$ cat src/rtl/pipe_hazard_ctrl_if.sv
// Hazard-control bundle between the MIPS pipeline datapath and pipe_hazard_ctrl.
// The datapath side is master; the controller side is slave.
interface pipe_hazard_ctrl_if;
   logic [4:0] Rs_decode;
   logic [4:0] Rt_decode;
   logic [4:0] Rs_exe;
   logic [4:0] Rt_exe;
   logic [4:0] writereg_exe;
   logic [4:0] writereg_mem;
   logic [4:0] writereg_wb;
   logic       regwrite_exe;
   logic       regwrite_mem;
   logic       regwrite_wb;
   logic       memtoreg_exe;
   logic       memtoreg_mem;
   logic       branch_decode;
   logic       branch_taken_decode;
   logic       jump_decode;
   logic       muldiv_decode;
   logic       hilo_read_decode;
   logic       muldiv_start_exe;

   logic       stall_fetch;
   logic       stall_decode;
   logic       flush_decode;
   logic       flush_exe;
   logic [1:0] forwardA_exe;
   logic [1:0] forwardB_exe;
   logic       forwardA_decode;
   logic       forwardB_decode;
   logic       muldiv_busy;
   logic       muldiv_done;

   modport master (
      output Rs_decode, Rt_decode, Rs_exe, Rt_exe,
             writereg_exe, writereg_mem, writereg_wb,
             regwrite_exe, regwrite_mem, regwrite_wb,
             memtoreg_exe, memtoreg_mem,
             branch_decode, branch_taken_decode, jump_decode,
             muldiv_decode, hilo_read_decode, muldiv_start_exe,
      input  stall_fetch, stall_decode, flush_decode, flush_exe,
             forwardA_exe, forwardB_exe, forwardA_decode, forwardB_decode,
             muldiv_busy, muldiv_done
   );

   modport slave (
      input  Rs_decode, Rt_decode, Rs_exe, Rt_exe,
             writereg_exe, writereg_mem, writereg_wb,
             regwrite_exe, regwrite_mem, regwrite_wb,
             memtoreg_exe, memtoreg_mem,
             branch_decode, branch_taken_decode, jump_decode,
             muldiv_decode, hilo_read_decode, muldiv_start_exe,
      output stall_fetch, stall_decode, flush_decode, flush_exe,
             forwardA_exe, forwardB_exe, forwardA_decode, forwardB_decode,
             muldiv_busy, muldiv_done
   );
endinterface

$ cat src/rtl/pipe_hazard_ctrl.sv
// Hazard and sequencing controller for the 5-stage MIPS pipeline: stalls, flushes,
// operand forwarding and a multi-cycle MUL/DIV busy sequencer guarding HI/LO readers.
module pipe_hazard_ctrl #(
   parameter int unsigned MULDIV_CYCLES = 32,
   parameter int unsigned CNT_W         = 8
) (
   input logic               clk,
   input logic               rst,
   pipe_hazard_ctrl_if.slave hz
);
   localparam logic [CNT_W-1:0] CNT_LOAD = CNT_W'(MULDIV_CYCLES - 1);

   typedef enum logic [1:0] {IDLE, BUSY, DONE} md_state_t;

   md_state_t        state;
   logic [CNT_W-1:0] cnt;
   logic             busy_q;
   logic             done_q;

   logic             lwstall;
   logic             brstall;
   logic             mdstall;
   logic             stall;

   // $0 is hard-wired, so a write to it is never a real dependency
   function automatic logic hit(input logic [4:0] dst, input logic [4:0] src);
      return (dst != 5'd0) && (dst == src);
   endfunction

   // MUL/DIV sequencer; busy/done are registered alongside the state
   always_ff @(posedge clk) begin
      if (!rst) begin
         state  <= IDLE;
         cnt    <= '0;
         busy_q <= 1'b0;
         done_q <= 1'b0;
      end else begin
         case (state)
            IDLE: begin
               if (hz.muldiv_start_exe) begin
                  state  <= BUSY;
                  cnt    <= CNT_LOAD;
                  busy_q <= 1'b1;
               end
            end
            BUSY: begin
               if (cnt == '0) begin
                  state  <= DONE;
                  busy_q <= 1'b0;
                  done_q <= 1'b1;
               end else begin
                  cnt <= cnt - CNT_W'(1);
               end
            end
            DONE: begin
               done_q <= 1'b0;
               if (hz.muldiv_start_exe) begin
                  state  <= BUSY;
                  cnt    <= CNT_LOAD;
                  busy_q <= 1'b1;
               end else begin
                  state <= IDLE;
               end
            end
            default: begin
               state  <= IDLE;
               cnt    <= '0;
               busy_q <= 1'b0;
               done_q <= 1'b0;
            end
         endcase
      end
   end

   assign hz.muldiv_busy = busy_q;
   assign hz.muldiv_done = done_q;

   // Stall sources: load-use, branch operand not yet available in ID, HI/LO not committed
   always_comb begin
      lwstall = hz.memtoreg_exe &&
                (hit(hz.writereg_exe, hz.Rs_decode) || hit(hz.writereg_exe, hz.Rt_decode));
      brstall = hz.branch_decode &&
                ((hz.regwrite_exe &&
                  (hit(hz.writereg_exe, hz.Rs_decode) || hit(hz.writereg_exe, hz.Rt_decode))) ||
                 (hz.memtoreg_mem &&
                  (hit(hz.writereg_mem, hz.Rs_decode) || hit(hz.writereg_mem, hz.Rt_decode))));
      mdstall = (hz.muldiv_decode || hz.hilo_read_decode) &&
                ((state == BUSY) || hz.muldiv_start_exe);
      stall   = lwstall || brstall || mdstall;
   end

   // Control and forwarding outputs; reset forces a flushed, non-stalled pipeline
   always_comb begin
      hz.stall_fetch     = 1'b0;
      hz.stall_decode    = 1'b0;
      hz.flush_decode    = 1'b1;
      hz.flush_exe       = 1'b1;
      hz.forwardA_exe    = 2'b00;
      hz.forwardB_exe    = 2'b00;
      hz.forwardA_decode = 1'b0;
      hz.forwardB_decode = 1'b0;
      if (rst) begin
         hz.stall_fetch  = stall;
         hz.stall_decode = stall;
         hz.flush_exe    = stall;
         hz.flush_decode = (hz.branch_taken_decode || hz.jump_decode) && !stall;

         if (hz.regwrite_mem && hit(hz.writereg_mem, hz.Rs_exe))
            hz.forwardA_exe = 2'b10;
         else if (hz.regwrite_wb && hit(hz.writereg_wb, hz.Rs_exe))
            hz.forwardA_exe = 2'b01;

         if (hz.regwrite_mem && hit(hz.writereg_mem, hz.Rt_exe))
            hz.forwardB_exe = 2'b10;
         else if (hz.regwrite_wb && hit(hz.writereg_wb, hz.Rt_exe))
            hz.forwardB_exe = 2'b01;

         hz.forwardA_decode = hz.regwrite_mem && hit(hz.writereg_mem, hz.Rs_decode);
         hz.forwardB_decode = hz.regwrite_mem && hit(hz.writereg_mem, hz.Rt_decode);
      end
   end
endmodule

$ cat src/flat_wrapper.sv
// flat-port wrapper written by rule: the top's interface ports become plain ports
module pipe_hazard_ctrl_flat 
#(
   parameter int unsigned MULDIV_CYCLES = 32,
   parameter int unsigned CNT_W         = 8
)
  (clk, rst, hz_Rs_decode, hz_Rt_decode, hz_Rs_exe, hz_Rt_exe, hz_writereg_exe, hz_writereg_mem, hz_writereg_wb, hz_regwrite_exe, hz_regwrite_mem, hz_regwrite_wb, hz_memtoreg_exe, hz_memtoreg_mem, hz_branch_decode, hz_branch_taken_decode, hz_jump_decode, hz_muldiv_decode, hz_hilo_read_decode, hz_muldiv_start_exe, hz_stall_fetch, hz_stall_decode, hz_flush_decode, hz_flush_exe, hz_forwardA_exe, hz_forwardB_exe, hz_forwardA_decode, hz_forwardB_decode, hz_muldiv_busy, hz_muldiv_done);
  pipe_hazard_ctrl_if hz_i ();
  input logic clk;
  input logic rst;
  input wire logic [$bits(hz_i.Rs_decode)-1:0] hz_Rs_decode;
  input wire logic [$bits(hz_i.Rt_decode)-1:0] hz_Rt_decode;
  input wire logic [$bits(hz_i.Rs_exe)-1:0] hz_Rs_exe;
  input wire logic [$bits(hz_i.Rt_exe)-1:0] hz_Rt_exe;
  input wire logic [$bits(hz_i.writereg_exe)-1:0] hz_writereg_exe;
  input wire logic [$bits(hz_i.writereg_mem)-1:0] hz_writereg_mem;
  input wire logic [$bits(hz_i.writereg_wb)-1:0] hz_writereg_wb;
  input wire logic [$bits(hz_i.regwrite_exe)-1:0] hz_regwrite_exe;
  input wire logic [$bits(hz_i.regwrite_mem)-1:0] hz_regwrite_mem;
  input wire logic [$bits(hz_i.regwrite_wb)-1:0] hz_regwrite_wb;
  input wire logic [$bits(hz_i.memtoreg_exe)-1:0] hz_memtoreg_exe;
  input wire logic [$bits(hz_i.memtoreg_mem)-1:0] hz_memtoreg_mem;
  input wire logic [$bits(hz_i.branch_decode)-1:0] hz_branch_decode;
  input wire logic [$bits(hz_i.branch_taken_decode)-1:0] hz_branch_taken_decode;
  input wire logic [$bits(hz_i.jump_decode)-1:0] hz_jump_decode;
  input wire logic [$bits(hz_i.muldiv_decode)-1:0] hz_muldiv_decode;
  input wire logic [$bits(hz_i.hilo_read_decode)-1:0] hz_hilo_read_decode;
  input wire logic [$bits(hz_i.muldiv_start_exe)-1:0] hz_muldiv_start_exe;
  output wire logic [$bits(hz_i.stall_fetch)-1:0] hz_stall_fetch;
  output wire logic [$bits(hz_i.stall_decode)-1:0] hz_stall_decode;
  output wire logic [$bits(hz_i.flush_decode)-1:0] hz_flush_decode;
  output wire logic [$bits(hz_i.flush_exe)-1:0] hz_flush_exe;
  output wire logic [$bits(hz_i.forwardA_exe)-1:0] hz_forwardA_exe;
  output wire logic [$bits(hz_i.forwardB_exe)-1:0] hz_forwardB_exe;
  output wire logic [$bits(hz_i.forwardA_decode)-1:0] hz_forwardA_decode;
  output wire logic [$bits(hz_i.forwardB_decode)-1:0] hz_forwardB_decode;
  output wire logic [$bits(hz_i.muldiv_busy)-1:0] hz_muldiv_busy;
  output wire logic [$bits(hz_i.muldiv_done)-1:0] hz_muldiv_done;
  assign hz_i.Rs_decode = hz_Rs_decode;
  assign hz_i.Rt_decode = hz_Rt_decode;
  assign hz_i.Rs_exe = hz_Rs_exe;
  assign hz_i.Rt_exe = hz_Rt_exe;
  assign hz_i.writereg_exe = hz_writereg_exe;
  assign hz_i.writereg_mem = hz_writereg_mem;
  assign hz_i.writereg_wb = hz_writereg_wb;
  assign hz_i.regwrite_exe = hz_regwrite_exe;
  assign hz_i.regwrite_mem = hz_regwrite_mem;
  assign hz_i.regwrite_wb = hz_regwrite_wb;
  assign hz_i.memtoreg_exe = hz_memtoreg_exe;
  assign hz_i.memtoreg_mem = hz_memtoreg_mem;
  assign hz_i.branch_decode = hz_branch_decode;
  assign hz_i.branch_taken_decode = hz_branch_taken_decode;
  assign hz_i.jump_decode = hz_jump_decode;
  assign hz_i.muldiv_decode = hz_muldiv_decode;
  assign hz_i.hilo_read_decode = hz_hilo_read_decode;
  assign hz_i.muldiv_start_exe = hz_muldiv_start_exe;
  assign hz_stall_fetch = hz_i.stall_fetch;
  assign hz_stall_decode = hz_i.stall_decode;
  assign hz_flush_decode = hz_i.flush_decode;
  assign hz_flush_exe = hz_i.flush_exe;
  assign hz_forwardA_exe = hz_i.forwardA_exe;
  assign hz_forwardB_exe = hz_i.forwardB_exe;
  assign hz_forwardA_decode = hz_i.forwardA_decode;
  assign hz_forwardB_decode = hz_i.forwardB_decode;
  assign hz_muldiv_busy = hz_i.muldiv_busy;
  assign hz_muldiv_done = hz_i.muldiv_done;
  pipe_hazard_ctrl #(.MULDIV_CYCLES(MULDIV_CYCLES), .CNT_W(CNT_W)) u_core (.clk(clk), .rst(rst), .hz(hz_i));
endmodule
$ cat config.mk
export PLATFORM = sky130hd
export DESIGN_NAME = pipe_hazard_ctrl_flat
export DESIGN_NICKNAME = d
export VERILOG_FILES = /design/src/rtl/pipe_hazard_ctrl_if.sv /design/src/rtl/pipe_hazard_ctrl.sv /design/src/flat_wrapper.sv
export SDC_FILE = /design/constraint.sdc
export NUM_CORES = 1
export LEC_CHECK = 0
export CORE_AREA = 2 2 58 60
export DETAILED_ROUTE_END_ITERATION = 16
export DIE_AREA = 0 0 60 62
export GPL_ROUTABILITY_DRIVEN = 0
export PLACE_DENSITY = 0.88
export SYNTH_ARGS = -nofsm -noshare
export SYNTH_HDL_FRONTEND = slang
export SYNTH_SLANG_ARGS = --single-unit
$ cat constraint.sdc
create_clock -name clk -period 2.39 [get_ports clk]
set_input_delay 0.239 -clock clk [delete_from_list [all_inputs] [get_ports clk]]
set_output_delay 0.239 -clock clk [all_outputs]
set_load 0.1 [all_outputs]
==> metrics.txt, run 1 <==
# TYPE chip_impl_metric gauge
chip_impl_info{name="status",value="finished, final reports clean"} 1
chip_impl_info{name="synth_most_common_cell",value="sky130_fd_sc_hd__xor2_1"} 1
chip_impl_metric{name="wl_per_cell",unit="µm"} 13.4
chip_impl_metric{name="finalMaxSlewViolations",unit=""} 0
chip_impl_metric{name="min_period_over_period",unit="%"} 95.9
chip_impl_info{name="hold_start",value="u_core.hz.muldiv_done$_SDFFE_PN0P_"} 1
chip_impl_metric{name="maxCapViolCount",unit=""} 0
chip_impl_metric{name="finalClockSkew",unit="ns"} 0.00156
chip_impl_metric{name="syn-mean-instance-area",unit="µm²"} 7.68
chip_impl_metric{name="cp_max_fo",unit=""} 3
chip_impl_info{name="worst_setup_path_startpoint",value="hz_writereg_mem[1]"} 1
chip_impl_metric{name="design.portCount",unit=""} 60
chip_impl_metric{name="synth_top_area_share",unit="%"} 20.2
chip_impl_metric{name="dr_total_vias",unit=""} 1381
chip_impl_info{name="synth_area_leaders",value="sky130_fd_sc_hd__dfxtp_1 20%, sky130_fd_sc_hd__xor2_1 16%, sky130_fd_sc_hd__xnor2_1 15%, sky130_fd_sc_hd__nor2_1 4.7%, sky130_fd_sc_hd__nand3_1 3.4%"} 1
chip_impl_metric{name="fp.coreArea",unit="µm²"} 3180
chip_impl_metric{name="nNetsFinal",unit=""} 276
chip_impl_metric{name="grt_max_degree",unit=""} 11
chip_impl_info{name="worst_setup_path_start_kind",value="primary input"} 1
chip_impl_metric{name="flow.area_growth_from_synthesis",unit="%"} 76.8
chip_impl_metric{name="yosys.cell_types.count",unit=""} 38
chip_impl_metric{name="antenna-diode-count",unit=""} 0
chip_impl_metric{name="cts_buffers",unit=""} 3
chip_impl_metric{name="yosys_warnings",unit=""} 0
chip_impl_metric{name="die_y",unit="µm"} 62
chip_impl_metric{name="asyncSetResetFlopFracSynth",unit="%"} 0
chip_impl_metric{name="grt_pass1_wl",unit="µm"} 5870
chip_impl_info{name="cp_slowest_cell",value="sky130_fd_sc_hd__clkdlybuf4s50_1"} 1
chip_impl_metric{name="final.fill_count",unit=""} 249
chip_impl_metric{name="cell_count_after_synthesis",unit=""} 155
chip_impl_metric{name="p_leak",unit="nW"} 0.787
chip_impl_metric{name="synth_seq_cells",unit=""} 12
chip_impl_info{name="worstSetupEndpointType",value="primary output"} 1
chip_impl_info{name="synth_flop_cell",value="sky130_fd_sc_hd__dfxtp_1"} 1
chip_impl_metric{name="portBuffers",unit=""} 59
chip_impl_metric{name="ir_worst_vdd",unit="mV"} 0.326
chip_impl_metric{name="cts.sinks",unit=""} 12
chip_impl_metric{name="grt_use_total",unit="%"} 20.6
chip_impl_info{name="cts_root_buf",value="sky130_fd_sc_hd__clkbuf_4"} 1
chip_impl_metric{name="rr_worst_depth",unit=""} 8
chip_impl_metric{name="design_area",unit="µm²"} 2100
chip_impl_metric{name="worst_pin_slew",unit="ns"} 0.623
chip_impl_metric{name="dieWidth",unit="µm"} 60
chip_impl_metric{name="drive_above_1_share",unit="%"} 18.8
chip_impl_metric{name="route.antenna.remaining_nets",unit=""} 0
chip_impl_info{name="timing.rr.end",value="u_core.cnt[6]$_SDFFE_PN0P_"} 1
chip_impl_metric{name="clockBufferDepth",unit=""} 2
chip_impl_metric{name="initial_util",unit="%"} 37.4
chip_impl_metric{name="worst_ep_arrival_time",unit="ns"} 2.05
chip_impl_metric{name="cts_hold_repair.buffers",unit=""} 0
chip_impl_metric{name="first_iter_violations",unit=""} 34
chip_impl_metric{name="worst_path_largest_cell_delay",unit="ns"} 0.48
chip_impl_metric{name="global_route.overflow_total",unit=""} 0
chip_impl_metric{name="clkTransAtPathRegs",unit="ns"} 0.07
chip_impl_info{name="timing.rr.start",value="u_core.cnt[0]$_SDFFE_PN0P_"} 1
chip_impl_metric{name="number_of_synthesized_flops_with_an_enable_pin",unit=""} 0
chip_impl_metric{name="final_util",unit="%"} 66.2
chip_impl_info{name="tritoncts",value="done"} 1
chip_impl_metric{name="antenna_violations_before_repair",unit=""} 0
chip_impl_metric{name="design.die.area",unit="µm²"} 3720
chip_impl_metric{name="worst_ep_required_time",unit="ns"} 2.15
chip_impl_info{name="min_delay_worst_endpoint",value="u_core.hz.muldiv_done$_SDFFE_PN0P_"} 1
chip_impl_metric{name="rows",unit=""} 21
chip_impl_metric{name="first_pass_drt_iterations",unit=""} 6
chip_impl_metric{name="avgViaCountPerCell",unit=""} 5.11
chip_impl_metric{name="finalHoldViolCount",unit=""} 0
chip_impl_info{name="worstPathCellList",value="clkdlybuf4s50_1 > buf_4 > nor3_1 > nand2_1 > nand2_2 > nor4_1 > buf_4 > nor4_4 > buf_12"} 1
chip_impl_metric{name="place_area",unit="µm²"} 2050
chip_impl_metric{name="max_fclk",unit="MHz"} 437
chip_impl_metric{name="clkLatencyLatePin",unit="ns"} 0.27
chip_impl_metric{name="totalNegativeSetupSlack",unit="ns"} 0
chip_impl_metric{name="syn-cell-area",unit="µm²"} 1190
chip_impl_metric{name="place.detailed.hpwl",unit="µm"} 3060
chip_impl_info{name="synth_top_cells_by_count",value="22 x sky130_fd_sc_hd__xor2_1, 21 x sky130_fd_sc_hd__xnor2_1, 15 x sky130_fd_sc_hd__nor2_1"} 1
chip_impl_metric{name="power-per-cell-area",unit="nW/µm²"} 396
chip_impl_metric{name="max_slew_margin",unit="%"} 57.9
chip_impl_info{name="hold_class",value="reg -> reg"} 1
chip_impl_metric{name="cts.htree.levels",unit=""} 1
chip_impl_metric{name="yosysSeqAreaShare",unit="%"} 20.2
chip_impl_info{name="critPathKind",value="in -> out"} 1
chip_impl_info{name="biggest_area_consumer_among_synthesized_cells",value="sky130_fd_sc_hd__dfxtp_1"} 1
chip_impl_metric{name="synthesis.nets",unit=""} 205
chip_impl_metric{name="wirelength",unit="µm"} 3610
chip_impl_metric{name="worst_hold_path.num_cells",unit=""} 2
chip_impl_metric{name="setup_viol",unit=""} 0
chip_impl_info{name="timing.critical_path.mode_cell",value="sky130_fd_sc_hd__buf_4"} 1
chip_impl_metric{name="finalWorstPathRequiredPeriod",unit="ns"} 2.29
chip_impl_metric{name="drc",unit=""} 0
chip_impl_metric{name="number_of_global_route_vias_before_repair",unit=""} 1371
chip_impl_metric{name="r2r_slack",unit="ns"} 0.25
## logic make-up after synthesis
family | count (synthesis) | synth area share (%)
compound gates | 24 | 13.1
xor+xnor | 43 | 31.7
fa+ha+maj | 2 | 2.10
buf+inv | 13 | 4.73
flops | 12 | 20.2
simple gates | 61 | 28.2
## stage by stage
step / hold WS [ns] / total power, mW / worst slack [ns] / cells
2_1_floorplan: 0.385 / 0.527 / 0.0201 / 155
3_3_place_gp: 0.502 / 0.696 / 0.101 / 266
3_5_place_dp: 0.507 / 0.706 / 0.0351 / 266
4_1_cts: 0.524 / 0.834 / 0.0305 / 269
5_1_grt: 0.562 / 0.885 / -0.0490 / 270
6_report: 0.519 / 0.832 / 0.0990 / 270
## report_power, final
part / switching (mW) / internal, mW / total, mW
Sequential: 0.0248 / 0.223 / 0.248
Combinational: 0.240 / 0.220 / 0.460
Clock: 0.0653 / 0.0584 / 0.124
## critical path, delay by kind of cell
family | cells | cell delay [ns]
simple gates | 5 | 0.79
buf+inv | 4 | 1.02
## layer usage
metal | wire, µm | vias to the layer above | GRT usage [%]
li1 | - | 692 | -
met1 | 1580 | 632 | 23.8
met2 | 1770 | 51 | 37.9
met3 | 206 | 6 | 3.73
met4 | 59 | 0 | 7.62
met5 | 0 | - | 0
## layout by cell type (no fill, tap or decap), types with 3 or more instances in the layout
master and instances:
sky130_fd_sc_hd__nor2_1 15, sky130_fd_sc_hd__o21ai_0 5, sky130_fd_sc_hd__dfxtp_1 12, sky130_fd_sc_hd__clkbuf_4 3, sky130_fd_sc_hd__buf_4 17, sky130_fd_sc_hd__nand2_1 4
sky130_fd_sc_hd__a31oi_1 3, sky130_fd_sc_hd__buf_12 10, sky130_fd_sc_hd__and2_1 3, sky130_fd_sc_hd__nor3_1 6, sky130_fd_sc_hd__xnor2_1 21, sky130_fd_sc_hd__clkdlybuf4s50_1 46
sky130_fd_sc_hd__nand3_1 8, sky130_fd_sc_hd__a21oi_1 5, sky130_fd_sc_hd__inv_1 4, sky130_fd_sc_hd__or4_1 5, sky130_fd_sc_hd__xor2_1 22, sky130_fd_sc_hd__and3_1 3
## cell type report
| cell class | instances | area (µm²) | area share [%] |
|---|---|---|---|
| Multi-Input combinational cell | 130 | 963 | 45.8 |
| Timing Repair Buffer | 74 | 801 | 38.1 |
| Sequential cell | 12 | 240 | 11.4 |
| Tap cell | 46 | 57.6 | 2.74 |
| Clock buffer | 3 | 22.5 | 1.07 |
| Inverter | 5 | 18.8 | 0.892 |
## state kept, by name, summed over array words and instances (netlist names)
register,cells
u_core.hz.muldiv_done,1
u_core.cnt,8
u_core.state,2
u_core.hz.muldiv_busy,1
## worst max-delay path by stage
stage	slack [ns]	end	cells past startpoint
3_5_place_dp	0.04	hz_forwardB_exe[1]	9
2_1_floorplan	0.02	hz_stall_fetch	7
5_1_grt	-0.05	hz_forwardA_exe[0]	9
6_report	0.1	hz_forwardA_exe[0]	9
4_1_cts	0.03	hz_forwardB_exe[1]	9
3_3_place_gp	0.10	hz_stall_fetch	7
## what timing repair did
| action | CTS | global route |
|---|---|---|
| setup endpoints to repair | 0 | 5 |
| resized for setup | 0 | 6 |
| setup buffers | 0 | 1 |
(Power assumes the default switching activity.)
==> run 2: changes to the inputs <==
--- a/config.mk
+++ b/config.mk
@@ -9,6 +9,7 @@
 export DETAILED_ROUTE_END_ITERATION = 16
 export DIE_AREA = 0 0 60 62
 export GPL_ROUTABILITY_DRIVEN = 0
+export HOLD_SLACK_MARGIN = 0.03
 export PLACE_DENSITY = 0.88
 export SYNTH_ARGS = -nofsm -noshare
 export SYNTH_HDL_FRONTEND = slang
==> results of run 2 <==
Final layout, timing and power as in run 1 (identical DEF).
==> run 3: changes to the inputs <==
--- a/config.mk
+++ b/config.mk
@@ -5,6 +5,7 @@
 export SDC_FILE = /design/constraint.sdc
 export NUM_CORES = 1
 export LEC_CHECK = 0
+export CAP_MARGIN = 40
 export CORE_AREA = 2 2 58 60
 export DETAILED_ROUTE_END_ITERATION = 16
 export DIE_AREA = 0 0 60 62
==> results of run 3 <==
Final layout, timing and power as in run 1 (identical DEF).
